**config.mk**
```make
export PLATFORM = sky130hd
export DESIGN_NAME = asgn_binop_seq
export DESIGN_NICKNAME = d
export VERILOG_FILES = /design/src/rtl/asgn_binop_seq.sv
export SDC_FILE = /design/constraint.sdc
export NUM_CORES = 1
export LEC_CHECK = 0
export BUFFER_PORTS_ARGS = -buffer_cell sky130_fd_sc_hd__buf_2
export CAP_MARGIN = 10
export CORE_ASPECT_RATIO = 0.7
export CORE_MARGIN = 1.5
export CORE_UTILIZATION = 50
export DETAILED_ROUTE_END_ITERATION = 8
export GPL_TIMING_DRIVEN = 0
export HOLD_SLACK_MARGIN = 0.03
export PLACE_DENSITY_LB_ADDON = 0.2
export SYNTH_ARGS = -nofsm -noshare
export SYNTH_HDL_FRONTEND = slang
export SYNTH_SLANG_ARGS = --single-unit
```
**constraint.sdc**
```tcl
create_clock -name clk -period 8.35 [get_ports clk]
set_input_delay 0.835 -clock clk [delete_from_list [all_inputs] [get_ports clk]]
set_output_delay 0.835 -clock clk [all_outputs]
set_load 0.01 [all_outputs]
```
**src/rtl/asgn_binop_seq.sv**
```systemverilog
`default_nettype none
// =============================================================================
// asgn_binop_seq : sequential "acc op= b" unit with a restoring divider
// Revision: 1.0
// =============================================================================
module asgn_binop_seq #(
  parameter int WIDTH = 4
) (
  input  logic             clk,
  input  logic             rst_n,
  input  logic             in_valid,
  output logic             in_ready,
  input  logic [3:0]       in_op,
  input  logic [WIDTH-1:0] in_b,
  output logic             out_valid,
  input  logic             out_ready,
  output logic [WIDTH-1:0] out_data,
  output logic             out_err,
  output logic [WIDTH-1:0] acc
);

  localparam int CNT_W = $clog2(WIDTH);
  localparam logic [CNT_W-1:0] CNT_LAST = CNT_W'(WIDTH - 1);

  localparam logic [3:0] OP_ADD  = 4'd0;
  localparam logic [3:0] OP_SUB  = 4'd1;
  localparam logic [3:0] OP_MUL  = 4'd2;
  localparam logic [3:0] OP_DIV  = 4'd3;
  localparam logic [3:0] OP_MOD  = 4'd4;
  localparam logic [3:0] OP_AND  = 4'd5;
  localparam logic [3:0] OP_OR   = 4'd6;
  localparam logic [3:0] OP_XOR  = 4'd7;
  localparam logic [3:0] OP_SHL  = 4'd8;
  localparam logic [3:0] OP_SHR  = 4'd9;
  localparam logic [3:0] OP_SSHL = 4'd10;
  localparam logic [3:0] OP_SSHR = 4'd11;
  localparam logic [3:0] OP_LOAD = 4'd12;

  typedef enum logic [1:0] {
    S_IDLE   = 2'd0,
    S_EXEC   = 2'd1,
    S_DIVIDE = 2'd2,
    S_RESP   = 2'd3
  } state_t;

  state_t           state_q, state_d;
  logic [WIDTH-1:0] acc_q, acc_d;
  logic [WIDTH-1:0] b_q, b_d;
  logic [3:0]       op_q, op_d;
  logic [WIDTH-1:0] quo_q, quo_d;
  logic [WIDTH-1:0] rem_q, rem_d;
  logic [CNT_W-1:0] cnt_q, cnt_d;
  logic             out_valid_q, out_valid_d;
  logic [WIDTH-1:0] out_data_q, out_data_d;
  logic             out_err_q, out_err_d;

  logic [WIDTH-1:0] exec_res;
  logic             exec_err;
  logic [WIDTH:0]   rem_shift;
  logic             div_fits;
  logic [WIDTH-1:0] quo_step;
  logic [WIDTH-1:0] rem_step;
  logic [WIDTH-1:0] div_res;
  logic             in_is_div;

  // Single-cycle datapath. Native SV shifts already return 0 once the
  // amount reaches WIDTH, which gives the required saturation for b >= WIDTH.
  always_comb begin
    exec_res = acc_q;
    exec_err = 1'b0;
    case (op_q)
      OP_ADD:          exec_res = acc_q + b_q;
      OP_SUB:          exec_res = acc_q - b_q;
      OP_MUL:          exec_res = acc_q * b_q;
      OP_DIV, OP_MOD:  exec_res = acc_q;
      OP_AND:          exec_res = acc_q & b_q;
      OP_OR:           exec_res = acc_q | b_q;
      OP_XOR:          exec_res = acc_q ^ b_q;
      OP_SHL, OP_SSHL: exec_res = acc_q << b_q;
      OP_SHR, OP_SSHR: exec_res = acc_q >> b_q;
      OP_LOAD:         exec_res = b_q;
      default:         exec_err = 1'b1;
    endcase
  end

  // One restoring-division step; with b = 0 every step "fits", so the
  // quotient fills with ones and the remainder collects the dividend.
  always_comb begin
    rem_shift = {rem_q, quo_q[WIDTH-1]};
    div_fits  = (rem_shift >= {1'b0, b_q});
    quo_step  = {quo_q[WIDTH-2:0], div_fits};
    rem_step  = div_fits ? WIDTH'(rem_shift - {1'b0, b_q}) : rem_shift[WIDTH-1:0];
    div_res   = (op_q == OP_DIV) ? quo_step : rem_step;
  end

  assign in_is_div = (in_op == OP_DIV) || (in_op == OP_MOD);

  always_comb begin
    state_d     = state_q;
    acc_d       = acc_q;
    b_d         = b_q;
    op_d        = op_q;
    quo_d       = quo_q;
    rem_d       = rem_q;
    cnt_d       = cnt_q;
    out_valid_d = out_valid_q;
    out_data_d  = out_data_q;
    out_err_d   = out_err_q;
    case (state_q)
      S_IDLE: begin
        if (in_valid) begin
          b_d  = in_b;
          op_d = in_op;
          if (in_is_div) begin
            state_d = S_DIVIDE;
            quo_d   = acc_q;
            rem_d   = '0;
            cnt_d   = '0;
          end else begin
            state_d = S_EXEC;
          end
        end
      end
      S_EXEC: begin
        acc_d       = exec_res;
        state_d     = S_RESP;
        out_valid_d = 1'b1;
        out_data_d  = exec_res;
        out_err_d   = exec_err;
      end
      S_DIVIDE: begin
        quo_d = quo_step;
        rem_d = rem_step;
        cnt_d = cnt_q + CNT_W'(1);
        if (cnt_q == CNT_LAST) begin
          acc_d       = div_res;
          state_d     = S_RESP;
          out_valid_d = 1'b1;
          out_data_d  = div_res;
          out_err_d   = 1'b0;
        end
      end
      S_RESP: begin
        if (out_ready) begin
          state_d     = S_IDLE;
          out_valid_d = 1'b0;
          out_data_d  = '0;
          out_err_d   = 1'b0;
        end
      end
      default: state_d = S_IDLE;
    endcase
  end

  always_ff @(posedge clk or negedge rst_n) begin
    if (!rst_n) begin
      state_q     <= S_IDLE;
      acc_q       <= '0;
      b_q         <= '0;
      op_q        <= '0;
      quo_q       <= '0;
      rem_q       <= '0;
      cnt_q       <= '0;
      out_valid_q <= 1'b0;
      out_data_q  <= '0;
      out_err_q   <= 1'b0;
    end else begin
      state_q     <= state_d;
      acc_q       <= acc_d;
      b_q         <= b_d;
      op_q        <= op_d;
      quo_q       <= quo_d;
      rem_q       <= rem_d;
      cnt_q       <= cnt_d;
      out_valid_q <= out_valid_d;
      out_data_q  <= out_data_d;
      out_err_q   <= out_err_d;
    end
  end

  assign in_ready  = (state_q == S_IDLE);
  assign out_valid = out_valid_q;
  assign out_data  = out_data_q;
  assign out_err   = out_err_q;
  assign acc       = acc_q;

endmodule
`default_nettype wire

```
==> results.yml <==
clocking:
  ctsHoldBuffers: 0
  cts_sinks: 30
  cts_buffers: 5
  h-tree-depth: 2
  post_cts_buffers: 0
  cts.repair.resized: 0
  cts_tree: "done"
  cts.reportedPaths.clkPinSlew_ns: 0.07
  cts.root.buffer_cell: "clkbuf_8"
  clock_latency_ns: 0.29
  cts_buffer_depth: 2
synthesis:
  async_flop_share_pct: 100
  synth-main-ff-cell: "dfrtp_1"
  synth_fp_nets: 350
  yosysWarnings: 0
  synth_top_area_cell: "dfrtp_1"
  synth_cell_types: 54
  synthesis.area_um2: 2630
  synth-seq-area-share_pct: 28.6
  synth_common_cells: "nand2_1, dfrtp_1, o21ai_0, ha_1, nor2_1"
  avgSynthCellArea_um2: 8.44
  synth_seq_cells: 30
  synth_most_common_cell: "nand2_1"
  synth_cells: 311
  post-synth-top-area-fraction_pct: 28.6
  synth-edff-count: 0
  synthTopCellsByArea: "dfrtp_1, ha_1, o21ai_0"
final_layout:
  stdcell_count: 410
  fin_area_um2: 2920
  final_nets: 379
  layout-drive-gt1-share_pct: 15.2
  diodes: 0
  area_delta_synth_final_pct: 11.1
critical_path:
  rr_worst_depth: 13
  cp.depth: 13
  cp.arrival_ns: 3.45
  crit_buf_inv: 3
  critPathMostFrequentCell: "a21o_1"
  endpoint_kind: "flop"
  r2r-start: "op_q[2]"
  path_cells: "buf_2 -> clkbuf_1 -> nor3_1 -> nand2_1 -> nor2_1 -> a21o_1 -> inv_1 -> ha_1 -> a21o_1 -> a21oi_1 -> xnor2_1 -> a211o_1 -> a221o_1"
  crit_family: "compound AO/OA/AOI/OAI gates"
  critical_path_class: "reg -> reg"
  max_stage_delay_ns: 0.50
  critPathMaxFanout: 10
  start_kind: "flop"
  cp-startpoint: "op_q[2]"
  r2r_setup_slack_ns: 5.07
  crit_end: "out_data[3]"
  rr_endpoint: "out_data[3]"
  critPathRequiredTime_ns: 8.52
  cpMaxStageDelayCell: "nor3_1"
drt:
  via_per_inst: 5.97
  wirelength_mm: 7.01
  avgRoutedWirePerCell_um: 17.1
  drc_errors: 0
  ant_nets: 0
  dr.pass1.iters: 5
  vias: 2447
  drt_iter0_drc: 241
sta:
  final.setup.tns_ns: 0
  finalCriticalPeriod_ns: 3.28
  post-route-period-util_pct: 39.3
  slew_violations: 0
  setup_viol: 0
  fmax_mhz: 305
  rsz0062_at_grt: "no"
  maxSlewHeadroom_pct: 54.1
  tightest_slew_ns: 0.689
  hold_violations: 0
  clock-skew-final_ns: 0.00771
  finalWorstSetupSlack_ns: 5.07
floorplanning:
  die_w_um: 89.6
  die_height_um: 63.6
  die_area_um2: 5700
  rows: 21
  io_pins: 23
  core_um2: 4910
  start_util_pct: 53.4
flow_run:
  cap_violations: 0
place:
  placed_area_um2: 2820
  hpwlAfterDp_mm: 5.36
  numPortBuffers: 22
  place.gp.congestion: 0.952
  dp_cells: 402
  pre_cts_ws_ns: 5.13
global_routing:
  grt_first_pass_wirelength_mm: 11.9
  grt_start_max_net_pins: 31
  grt_pass1_vias: 2324
  gr-total-overflow: 0
  antenna_found_initial: 0
  track_usage_pct: 27.2
status:
  status: "complete, no violations"
hold_path:
  hold_path_class: "reg -> reg"
## worst register-to-register path, cell delays in order, from the launching register on
cell	delay, ns
dfrtp_1	0.41
buf_2	0.19
clkbuf_1	0.25
nor3_1	0.50
nand2_1	0.13
nor2_1	0.11
a21o_1	0.14
inv_1	0.05
ha_1	0.26
a21o_1	0.15
a21oi_1	0.19
xnor2_1	0.11
a211o_1	0.36
a221o_1	0.32
## through the flow
stage               utilization (%)  hold slack (ns)
floorplan                         -            0.454
finish                         59.4            0.487
global placement               57.4            0.477
CTS                            59.4            0.496
detailed placement             57.4            0.476
global route                   59.4            0.525
## kinds of logic after synthesis
kind of cell    synth area share (%)
mux                             6.10
buf+inv                         6.43
compound gates                  22.8
simple gates                    18.1
flops                           28.6
xor+xnor                        4.53
fa+ha+maj                       13.4
## registers in the layout (all words and copies together) (netlist names)
signal and count:
cnt_q 2, quo_q 4, b_q 4, rem_q 4, acc 4, op_q 4, out_err 1, out_data 4
out_valid 1, state_q 2
## cells in the final DEF (no fill, tap or decap), types with 2 or more instances in the layout
cell type	netlist	layout
xnor2_1	7	7
nor2_1	23	23
o41ai_1	2	2
clkbuf_8	0	6
o21a_1	3	3
nand3_1	3	3
buf_2	9	31
and3_1	4	4
fa_1	2	2
nand2b_1	6	6
a221o_1	3	3
ha_1	25	25
inv_1	18	18
nand2_1	32	32
xor2_1	4	4
o31a_1	2	2
a211o_1	2	2
nor4_1	3	3
o211ai_1	6	6
and2_1	3	3
mux2i_1	7	7
o2111ai_1	2	2
clkbuf_1	12	12
o21ai_0	28	28
nor2b_1	3	3
a22o_1	2	2
o31ai_1	6	6
a21o_1	4	4
a21oi_1	11	11
nor3b_1	2	2
mux2_2	8	8
a31oi_1	11	11
nand3b_1	3	3
nand4_1	4	4
dfrtp_1	30	30
a311o_1	2	2
## layout make-up
| class | instances | area, µm² |
|---|---|---|
| fill | 465 | 2000 |
| multi-input combinational | 240 | 1710 |
| sequential | 30 | 751 |
| timing repair buffer | 22 | 110 |
| buffer | 22 | 97.6 |
| tap | 69 | 86.3 |
| clock buffer | 6 | 82.6 |
| inverter | 19 | 71.3 |
| clock inverter | 2 | 12.5 |
## how the worst min path moves through the flow
| stage | start | end | slack (ns) | depth (start not counted) |
|---|---|---|---|---|
| global route | out_err | out_err | 0.52 | 2 |
| floorplan | cnt_q[1] | cnt_q[1] | 0.45 | 2 |
| finish | out_err | out_err | 0.49 | 2 |
| CTS | out_err | out_err | 0.50 | 2 |
| detailed placement | out_err | out_err | 0.48 | 2 |
| global placement | out_valid | out_valid | 0.48 | 2 |
## metal layers
layer	track usage (%)	up-vias	wire [µm]
met5	0	-	0
met4	4.62	0	40
met3	5.64	5	517
li1	-	1177	-
met1	42.6	1160	3660
met2	38.2	105	2800
Power is not shown: default switching activity piles up to over one toggle a cycle in this logic, so the estimate is an artifact.
